<file path="src/rtl/scsp_eg_if.sv">
// Slot-envelope bus: per-slot parameters in, envelope strobe and monitor out.
interface scsp_eg_if;
  logic       ce;
  logic [4:0] slot;
  logic       kon;
  logic       koff;
  logic [4:0] ar;
  logic [4:0] d1r;
  logic [4:0] d2r;
  logic [4:0] rr;
  logic [4:0] dl;
  logic       eghold;
  logic       lpslnk;
  logic [3:0] krs;
  logic [3:0] oct;
  logic       loop;
  logic [4:0] mslc;
  logic [9:0] evol;
  logic [1:0] est;
  logic [4:0] out_slot;
  logic       out_valid;
  logic [4:0] mon_eg;
  logic [1:0] mon_sgc;

  modport master (
    output ce, slot, kon, koff, ar, d1r, d2r, rr, dl, eghold, lpslnk, krs, oct, loop, mslc,
    input  evol, est, out_slot, out_valid, mon_eg, mon_sgc
  );

  modport slave (
    input  ce, slot, kon, koff, ar, d1r, d2r, rr, dl, eghold, lpslnk, krs, oct, loop, mslc,
    output evol, est, out_slot, out_valid, mon_eg, mon_sgc
  );
endinterface

</file>
<file path="src/rtl/scsp_eg.sv">
// 32-slot time-multiplexed envelope generator (attack/decay1/decay2/release).
module scsp_eg (
  input  logic     clk,
  input  logic     rst_n,
  scsp_eg_if.slave bus
);
  localparam int unsigned NSLOT = 32;
  localparam int unsigned LVLW  = 10;
  localparam int unsigned CNTW  = 13;

  typedef enum logic [1:0] {
    ST_ATK = 2'b00,
    ST_D1  = 2'b01,
    ST_D2  = 2'b10,
    ST_REL = 2'b11
  } eg_state_e;

  eg_state_e       st_q  [NSLOT];
  logic [LVLW-1:0] lvl_q [NSLOT];
  logic [CNTW-1:0] smp_cnt_q;

  eg_state_e       st_cur, st_eff, st_nxt;
  logic [LVLW-1:0] lvl_cur, lvl_nxt, evol_nxt;
  logic [4:0]      rate, er, er_cap;
  logic [5:0]      key_t, rate_sum;
  logic [3:0]      ks, sh, step;
  logic [CNTW-1:0] gate_mask;
  logic            do_step;
  logic [10:0]     lvl_ext, dec, acc;

  // Envelope update of the slot presented on this CE.
  always_comb begin
    st_cur   = st_q[bus.slot];
    lvl_cur  = lvl_q[bus.slot];
    st_eff   = st_cur;
    rate     = 5'd0;
    key_t    = 6'd0;
    ks       = 4'd0;
    rate_sum = 6'd0;
    er       = 5'd0;
    er_cap   = 5'd0;
    sh       = 4'd0;
    gate_mask = '0;
    do_step  = 1'b0;
    step     = 4'd1;
    lvl_ext  = {1'b0, lvl_cur};
    dec      = 11'd0;
    acc      = 11'd0;
    lvl_nxt  = lvl_cur;
    st_nxt   = st_cur;
    evol_nxt = lvl_cur;

    // Key events override stored state; key-on has priority.
    if (bus.kon)       st_eff = ST_ATK;
    else if (bus.koff) st_eff = ST_REL;

    case (st_eff)
      ST_ATK:  rate = bus.ar;
      ST_D1:   rate = bus.d1r;
      ST_D2:   rate = bus.d2r;
      default: rate = bus.rr;
    endcase

    // Key scaling: KRS + signed octave, clamped to 0..15; KRS=F disables it.
    key_t = 6'({2'b00, bus.krs}) + 6'({{2{bus.oct[3]}}, bus.oct});
    if (bus.krs == 4'hF) ks = 4'd0;
    else if (key_t[5])   ks = 4'd0;
    else if (key_t[4])   ks = 4'hF;
    else                 ks = key_t[3:0];

    rate_sum = {1'b0, rate} + {2'b00, ks};
    er       = (rate_sum > 6'd31) ? 5'd31 : rate_sum[4:0];
    er_cap   = (er > 5'd24) ? 5'd24 : er;
    sh       = 4'((5'd24 - er_cap) >> 1);
    gate_mask = (13'd1 << sh) - 13'd1;
    do_step  = (rate != 5'd0) && ((smp_cnt_q & gate_mask) == '0);
    step     = (er > 5'd24) ? (4'd1 << 2'((er - 5'd24) >> 1)) : 4'd1;

    if (do_step) begin
      if (st_eff == ST_ATK) begin
        if (er >= 5'd30) begin
          lvl_nxt = '0;
        end else begin
          dec     = 11'(lvl_cur >> 4) + 11'd1;
          lvl_nxt = (lvl_ext > dec) ? 10'(lvl_ext - dec) : '0;
        end
      end else begin
        acc     = lvl_ext + 11'(step);
        lvl_nxt = (acc > 11'h3FF) ? 10'h3FF : acc[9:0];
      end
    end

    st_nxt = st_eff;
    case (st_eff)
      ST_ATK:  if (bus.lpslnk ? bus.loop : (lvl_nxt == '0)) st_nxt = ST_D1;
      ST_D1:   if (lvl_nxt[9:5] >= bus.dl) st_nxt = ST_D2;
      default: st_nxt = st_eff;
    endcase

    evol_nxt = ((st_nxt == ST_ATK) && bus.eghold) ? '0 : lvl_nxt;
  end

  // Per-slot level/state storage and sample counter.
  always_ff @(posedge clk or negedge rst_n) begin
    if (!rst_n) begin
      for (int i = 0; i < NSLOT; i++) begin
        st_q[i]  <= ST_REL;
        lvl_q[i] <= '1;
      end
      smp_cnt_q <= '0;
    end else if (bus.ce) begin
      st_q[bus.slot]  <= st_nxt;
      lvl_q[bus.slot] <= lvl_nxt;
      if (bus.slot == 5'd31) smp_cnt_q <= smp_cnt_q + 13'd1;
    end
  end

  // Output strobe and slot monitor.
  always_ff @(posedge clk or negedge rst_n) begin
    if (!rst_n) begin
      bus.evol      <= 10'h3FF;
      bus.est       <= 2'b11;
      bus.out_slot  <= 5'd0;
      bus.out_valid <= 1'b0;
      bus.mon_eg    <= 5'h1F;
      bus.mon_sgc   <= 2'b11;
    end else begin
      bus.out_valid <= bus.ce;
      if (bus.ce) begin
        bus.evol     <= evol_nxt;
        bus.est      <= st_nxt;
        bus.out_slot <= bus.slot;
        if (bus.slot == bus.mslc) begin
          bus.mon_eg  <= evol_nxt[9:5];
          bus.mon_sgc <= st_nxt;
        end
      end
    end
  end
endmodule

</file>
<file path="src/flat_wrapper.sv">
// flat-port wrapper written by rule: the top's interface ports become plain ports
module scsp_eg_flat 
  (clk, rst_n, bus_ce, bus_slot, bus_kon, bus_koff, bus_ar, bus_d1r, bus_d2r, bus_rr, bus_dl, bus_eghold, bus_lpslnk, bus_krs, bus_oct, bus_loop, bus_mslc, bus_evol, bus_est, bus_out_slot, bus_out_valid, bus_mon_eg, bus_mon_sgc);
  scsp_eg_if bus_i ();
  input  logic clk;
  input  logic rst_n;
  input wire logic [$bits(bus_i.ce)-1:0] bus_ce;
  input wire logic [$bits(bus_i.slot)-1:0] bus_slot;
  input wire logic [$bits(bus_i.kon)-1:0] bus_kon;
  input wire logic [$bits(bus_i.koff)-1:0] bus_koff;
  input wire logic [$bits(bus_i.ar)-1:0] bus_ar;
  input wire logic [$bits(bus_i.d1r)-1:0] bus_d1r;
  input wire logic [$bits(bus_i.d2r)-1:0] bus_d2r;
  input wire logic [$bits(bus_i.rr)-1:0] bus_rr;
  input wire logic [$bits(bus_i.dl)-1:0] bus_dl;
  input wire logic [$bits(bus_i.eghold)-1:0] bus_eghold;
  input wire logic [$bits(bus_i.lpslnk)-1:0] bus_lpslnk;
  input wire logic [$bits(bus_i.krs)-1:0] bus_krs;
  input wire logic [$bits(bus_i.oct)-1:0] bus_oct;
  input wire logic [$bits(bus_i.loop)-1:0] bus_loop;
  input wire logic [$bits(bus_i.mslc)-1:0] bus_mslc;
  output wire logic [$bits(bus_i.evol)-1:0] bus_evol;
  output wire logic [$bits(bus_i.est)-1:0] bus_est;
  output wire logic [$bits(bus_i.out_slot)-1:0] bus_out_slot;
  output wire logic [$bits(bus_i.out_valid)-1:0] bus_out_valid;
  output wire logic [$bits(bus_i.mon_eg)-1:0] bus_mon_eg;
  output wire logic [$bits(bus_i.mon_sgc)-1:0] bus_mon_sgc;
  assign bus_i.ce = bus_ce;
  assign bus_i.slot = bus_slot;
  assign bus_i.kon = bus_kon;
  assign bus_i.koff = bus_koff;
  assign bus_i.ar = bus_ar;
  assign bus_i.d1r = bus_d1r;
  assign bus_i.d2r = bus_d2r;
  assign bus_i.rr = bus_rr;
  assign bus_i.dl = bus_dl;
  assign bus_i.eghold = bus_eghold;
  assign bus_i.lpslnk = bus_lpslnk;
  assign bus_i.krs = bus_krs;
  assign bus_i.oct = bus_oct;
  assign bus_i.loop = bus_loop;
  assign bus_i.mslc = bus_mslc;
  assign bus_evol = bus_i.evol;
  assign bus_est = bus_i.est;
  assign bus_out_slot = bus_i.out_slot;
  assign bus_out_valid = bus_i.out_valid;
  assign bus_mon_eg = bus_i.mon_eg;
  assign bus_mon_sgc = bus_i.mon_sgc;
  scsp_eg u_core (.clk(clk), .rst_n(rst_n), .bus(bus_i));
endmodule
</file>
<file path="config.mk">
export PLATFORM = sky130hd
export DESIGN_NAME = scsp_eg_flat
export DESIGN_NICKNAME = d
export VERILOG_FILES = /design/src/rtl/scsp_eg_if.sv /design/src/rtl/scsp_eg.sv /design/src/flat_wrapper.sv
export SDC_FILE = /design/constraint.sdc
export NUM_CORES = 1
export LEC_CHECK = 0
export ABC_CLOCK_PERIOD_IN_PS = 10500
export BUFFER_PORTS_ARGS = -buffer_cell sky130_fd_sc_hd__buf_2
export CELL_PAD_IN_SITES_DETAIL_PLACEMENT = 1
export CELL_PAD_IN_SITES_GLOBAL_PLACEMENT = 1
export CORE_MARGIN = 5
export CORE_UTILIZATION = 45
export CTS_BUF_LIST = sky130_fd_sc_hd__clkbuf_4
export CTS_CLUSTER_DIAMETER = 80
export CTS_CLUSTER_SIZE = 40
export DETAILED_ROUTE_END_ITERATION = 12
export HOLD_SLACK_MARGIN = 0.06
export PLACE_DENSITY = 0.76
export SETUP_SLACK_MARGIN = 0.02
export SLEW_MARGIN = 25
export SYNTH_ARGS = -nofsm -noshare
export SYNTH_HDL_FRONTEND = slang
export SYNTH_SLANG_ARGS = --single-unit
</file>
<file path="constraint.sdc">
create_clock -name clk -period 10.5 [get_ports clk]
set_clock_uncertainty 0.15 [all_clocks]
set_input_delay 0.525 -clock clk [delete_from_list [all_inputs] [get_ports clk]]
set_output_delay 0.525 -clock clk [all_outputs]
set_load 0.03 [all_outputs]
</file>
; ---- Word level (Yosys, flattened, before mapping)
; Cells that the tools add are included.
; W data, S select, Z words.
[classes]
add_sub_neg = 9
order_cmp = 8
n_eq_ne = 5
shifts = 2
muxes = 31
bitwise = 2
n_reduce_logical = 10
[op_table]
columns = operator, n
row1 = $bwmux W320, 1
row2 = $mux W10, 9
row3 = $bwmux W64, 1
row4 = $bmux W10 S5, 1
row5 = $demux W10 S5, 1
row6 = $mux W4, 4
row7 = $pmux W5 S3, 1
row8 = $mux W2, 7
row9 = $add A13 B1 Y13 const B, 1
row10 = $and A13 B13 Y13, 1
row11 = $logic_not A13 Y1, 1
row12 = $shl A1 B4 Y13 const A, 1
row13 = $sub A13 B1 Y13 const B, 1
row14 = $add A5 B4 Y6, 2
row15 = $add A10 B4 Y11, 1
row16 = $gt A10 B11 Y1, 1
row17 = $gt A11 B10 Y1 const B, 1
row18 = $bmux W2 S5, 1
row19 = $demux W2 S5, 1
row20 = $logic_not A10 Y1, 1
row21 = $mux W5, 2
row22 = $sub A10 B10 Y10, 1
row23 = $add A6 B1 Y7 const B, 1
row24 = $ge A6 B6 Y1 const B, 1
row25 = 20 further kinds, 24
[totals]
register_bits = 422
input_bits = 51
wordCells = 138

; ---- Depth between registers and ports, before layout
[depth]
word_depth = 27
depth_mapped = 50
ltp_nobuf = 44

; ---- Least setup slack after synthesis
; No wires, ideal clock.
[synth_path]
path_kind = input to register
from = input port bus_slot[4]
to = register u_core.bus.evol[0]
setup_ns = 0.121
arrival_ns = 9.458
required_ns = 10.229
setup_slack_ns = 0.771
cell_stages = 46
path_buffers = 6
path_cell_list = buf_2 buf_2 or3b_2 o221ai_1 o21ai_1 nand4_1 o21ai_0 a221oi_1 ha_1 a21o_1 a21oi_1 xnor2_1 nand2_1 a31oi_2 nor2_1 o21ai_0 ha_1 clkbuf_1 [... 10 more ...] a21oi_1 and4b_4 nand2_8 mux2i_4 buf_2 ha_1 nand2b_1 a21o_1 a21oi_1 nor2b_1 o21ai_0 nand2b_1 nand2_1 nand2_1 nand2_1 nand2_1 nor3b_1 a221oi_1
[synth_between]
elab_chain_len = 27
[synth_rtl]
columns = item, line
row1 = start: declaration, flat_wrapper.sv:8  ; input wire logic [$bits(bus_i.slot)-1:0] bus_slot;
row2 = $not A5 Y6 (implied by the code) *, "scsp_eg.sv:33, scsp_eg.sv:34"
row3 = branches (longest 25 deep; another with $add A5 B4 Y6), --
row4 = $mux W10 *, scsp_eg.sv:100  ; evol_nxt = ((st_nxt == ST_ATK) && bus.eghold) ? '0 : lvl_nxt;
row5 = end signal: assignment, scsp_eg.sv:130  ; bus.evol <= evol_nxt;
row6 = end: declaration, scsp_eg_if.sv:32  ; output evol, est, out_slot, out_valid, mon_eg, mon_sgc
; Mark *: on every way between the ends. The select of a mux whose other input is x is not followed.
; A chain may end at the register's enable or synchronous reset.

; ---- Worst setup path in the final report
[layout_path]
from = input port bus_slot[0]
to = register u_core.bus.mon_eg[2]
[layout_between]
elab_chain_len = 27
[layout_rtl]
columns = item, line
row1 = branches (longest 27 deep; another with $add A5 B4 Y6), --
row2 = end signal: assignment, scsp_eg.sv:134  ; bus.mon_eg <= evol_nxt[9:5];
row3 = end: declaration, scsp_eg_if.sv:32
; Parallel ways; which one is timed is not known. The select of a mux whose other input is x is not followed.

==> results.yml <==
run_status:
  status: "finished, final reports clean"
cts:
  root_buffer: "clkbuf_4"
  clk_latency_ns: 0.90
  cts_buffer_depth: 3
  cts.sinks: 422
  htree_levels: 1
  cts_made_buffers: 25
  cts_tree: "built"
  path_clk_slew_ns: 0.25
logic_synthesis:
  async_flop_share: 1.000
  yosysSeqAreaShare: 0.5097
  postSynthCellCount: 2146
  synth_edf_count: 0
  synth-seq-cells: 422
  syn_area_um2: 21710
  syn_nets: 2230
  ys_warn_count: 0
  syn_avg_cell_area_um2: 10.12
  ys.flop_type: "dfstp_2"
  synth.distinct_cells: 92
global_routing:
  grt_max_degree: 119
  grt_pass1_vias: 17420
  grt_use_total: 0.2554
  grt_pass1_wl_um: 106400
  grt-ovfl-total: 0
  antenna_found_initial: 2
critical_path:
  reg2reg_slack_ns: 0.80
  slowest_stage: "mux4_2"
  worstReg2RegStart: "u_core.st_q[37]"
  end_kind: "flop"
  crit_top_cell: "nand2_1"
  crit_required_ns: 11.15
  cp-start-kind: "input port"
  worstReg2RegEnd: "u_core.bus.mon_eg[2]"
  cp.arrival_ns: 10.52
  r2r_cells: 41
  path_class: "input port to flop"
  critPathMaxStageDelay_ns: 0.55
  critical_path.top_delay_family: "compound AO/OA/AOI/OAI gates"
  crit_fanout: 35
  crit_buf_inv: 3
timing:
  finalMaxSlewViolations: 0
  timing.final.ws_setup_ns: 0.6251
  worst_slew_pin_slew_ns: 0.9987
  final.setup.tns_ns: 0
  period_share: 0.9405
  fin_crit_ns: 9.875
  slew_headroom: 0.3326
  rsz0062_at_grt: "false"
  hold_violations: 0
  fmax_mhz: 101.3
  finalSetupViolCount: 0
drt:
  firstDrtPassIters: 5
  via_count: 16800
  ant_nets: 0
  drc: 0
  wl_per_cell_um: 24.85
  vias_per_cell: 6.064
  routed_wl_um: 68830
  drtIter0Drc: 1350
final_layout:
  nets: 2217
  area_growth_pct: 6.778
  drive_gt1_frac: 0.3171
  fillers: 5273
hold_path:
  hp-class: "input port to async pin"
place:
  place_ws_ns: 0.1346
  gp_congestion: 0.8901
  port_buffers: 75
  dpl.hpwl_um: 47840
pwr:
  fin_total_pwr_mw: 6.068
  irDropWorstVdd_mv: 0.1550
  p_per_area_nw_per_um2: 261.8
  cellLeakagePower_nw: 8.566
die:
  coreArea_um2: 47750
  die_x_um: 229.6
  die_y_um: 229.6
  num_rows: 80
  start_util: 0.4547
  dieArea_um2: 52730
  io_pins: 76
run:
  max-cap-violations: 0
logic make-up after synthesis:
group	after synthesis	synth area share
buffers and inverters	211	0.04259
adders and majority gates	33	0.02040
xor gates and xnor gates	37	0.01493
DFF	422	0.5097
and+or+nand+nor	666	0.1367
muxes	154	0.1105
AOI/OAI and AO/OA	623	0.1652
flip-flops by register name (all words and copies together), names as in the netlist:
register / count
u_core.bus.est: 2
u_core.bus.evol: 10
u_core.bus.mon_eg: 5
u_core.bus.mon_sgc: 2
u_core.bus.out_slot: 5
u_core.bus.out_valid: 1
u_core.lvl_q: 320
u_core.smp_cnt_q: 13
u_core.st_q: 64
cell usage after synthesis, types with 4 or more instances:
cell type	n	area, um^2
nand2_1	427	1603
dfstp_2	403	10590
o21ai_0	221	1106
o21ai_1	159	795.8
clkbuf_1	104	390.4
a21oi_1	93	465.5
nor2_1	90	337.8
mux2i_1	74	740.7
mux4_2	62	1396
buf_2	46	230.2
inv_1	37	138.9
ha_1	29	362.9
o22ai_1	27	168.9
a22oi_1	26	195.2
xnor2_1	21	183.9
dfrtp_1	19	475.5
nand3_1	19	95.09
nor3_1	16	80.08
xor2_1	16	140.1
a221oi_1	15	131.4
nor4_1	12	75.07
and3_1	11	68.82
nor2b_1	11	68.82
a21o_1	10	75.07
nand2b_1	10	62.56
buf_4	9	67.56
nand4_1	9	56.30
a211oi_1	8	60.06
buf_1	7	26.28
mux2_2	7	78.83
a31oi_1	6	37.54
and4_1	6	52.55
mux2_4	6	90.09
nor3b_1	6	45.04
o32ai_1	6	52.55
or3_1	6	37.54
and2_1	5	31.28
buf_6	5	56.30
nand4b_1	5	43.79
o211ai_1	5	37.54
or4_1	5	37.54
fa_1	4	80.08
metrics by stage:
step	instance area, um^2	hold slack (ns)	std cells	util
4_1_cts	23150	0.1361	2766	0.4848
6_report	23180	0.1448	2770	0.4855
2_1_floorplan	21710	0.07941	2146	-
3_5_place_dp	22530	0.3062	2714	0.4719
5_1_grt	23170	0.1690	2767	0.4853
3_3_place_gp	22510	0.2995	2713	0.4715
how the worst max path moves through the flow:
| stage | cells past startpoint | slack [ns] | from | end |
|---|---|---|---|---|
| after floorplan | 46 | 0.77 | bus_slot[4] | u_core.bus.evol[0] |
| after CTS | 41 | 0.50 | bus_slot[0] | u_core.bus.mon_eg[4] |
| after global placement | 43 | 0.29 | bus_slot[0] | u_core.bus.evol[6] |
| final | 43 | 0.63 | bus_slot[0] | u_core.bus.mon_eg[2] |
| after detailed placement | 40 | 0.13 | bus_slot[0] | u_core.bus.mon_eg[4] |
| after global routing | 44 | 0.06 | bus_slot[0] | u_core.st_q[46] |
where the power goes:
part	internal (mW)	total, mW	switching [mW]
registers	2.41	2.68	0.266
clock network	0.213	0.859	0.646
logic	0.811	2.53	1.72
cell type report:
cell class	count	area, um^2	area share
diodes	4	10.01	0.0004318
clock buffers	25	187.7	0.008097
clock inverters	20	359.1	0.01549
inverters	37	138.9	0.005992
multi-input cells	1513	9773	0.4216
flip-flops and latches	422	11060	0.4773
well taps	615	769.5	0.03320
repair buffers	134	877.1	0.03784
layer usage:
| layer | global-route usage | vias to the layer above | share of wire |
|---|---|---|---|
| li1 | - | 7598 | - |
| met1 | 0.3392 | 8615 | 0.43 |
| met2 | 0.4224 | 474 | 0.47 |
| met3 | 0.05016 | 109 | 0.060 |
| met4 | 0.08532 | 0 | 0.040 |
| met5 | 0 | - | 0 |
repair_timing:
action | 4_1_cts | 5_1_grt
gates resized for setup | 0 | 2
hold buffers | 7 | 0
endpoints found under the hold margin | 133 | 0
endpoints found under the setup margin | 0 | 13
setup buffers | 0 | 0
placed cells by master, fill, tap and decap left out, types with 19 or more instances in the layout:
| master | instances |
|---|---|
| a21oi_1 | 93 |
| a22oi_1 | 26 |
| buf_2 | 72 |
| buf_4 | 48 |
| clkbuf_4 | 25 |
| dfrtp_1 | 19 |
| dfstp_2 | 403 |
| ha_1 | 29 |
| inv_1 | 37 |
| mux2i_1 | 74 |
| mux4_2 | 62 |
| nand2_1 | 427 |
| nand3_1 | 19 |
| nor2_1 | 90 |
| o21ai_0 | 221 |
| o21ai_1 | 159 |
| o22ai_1 | 26 |
| xnor2_1 | 21 |
worst register-to-register path, delay by kind of cell, from the launching register on:
family | cells | cell delay [ns]
compound gates | 16 | 3.53
xor+xnor | 1 | 0.30
fa+ha+maj | 4 | 1.25
buf+inv | 1 | 0.21
flops | 1 | 0.43
mux | 3 | 0.82
simple gates | 16 | 2.91
Power figures use the tool's default switching activity.
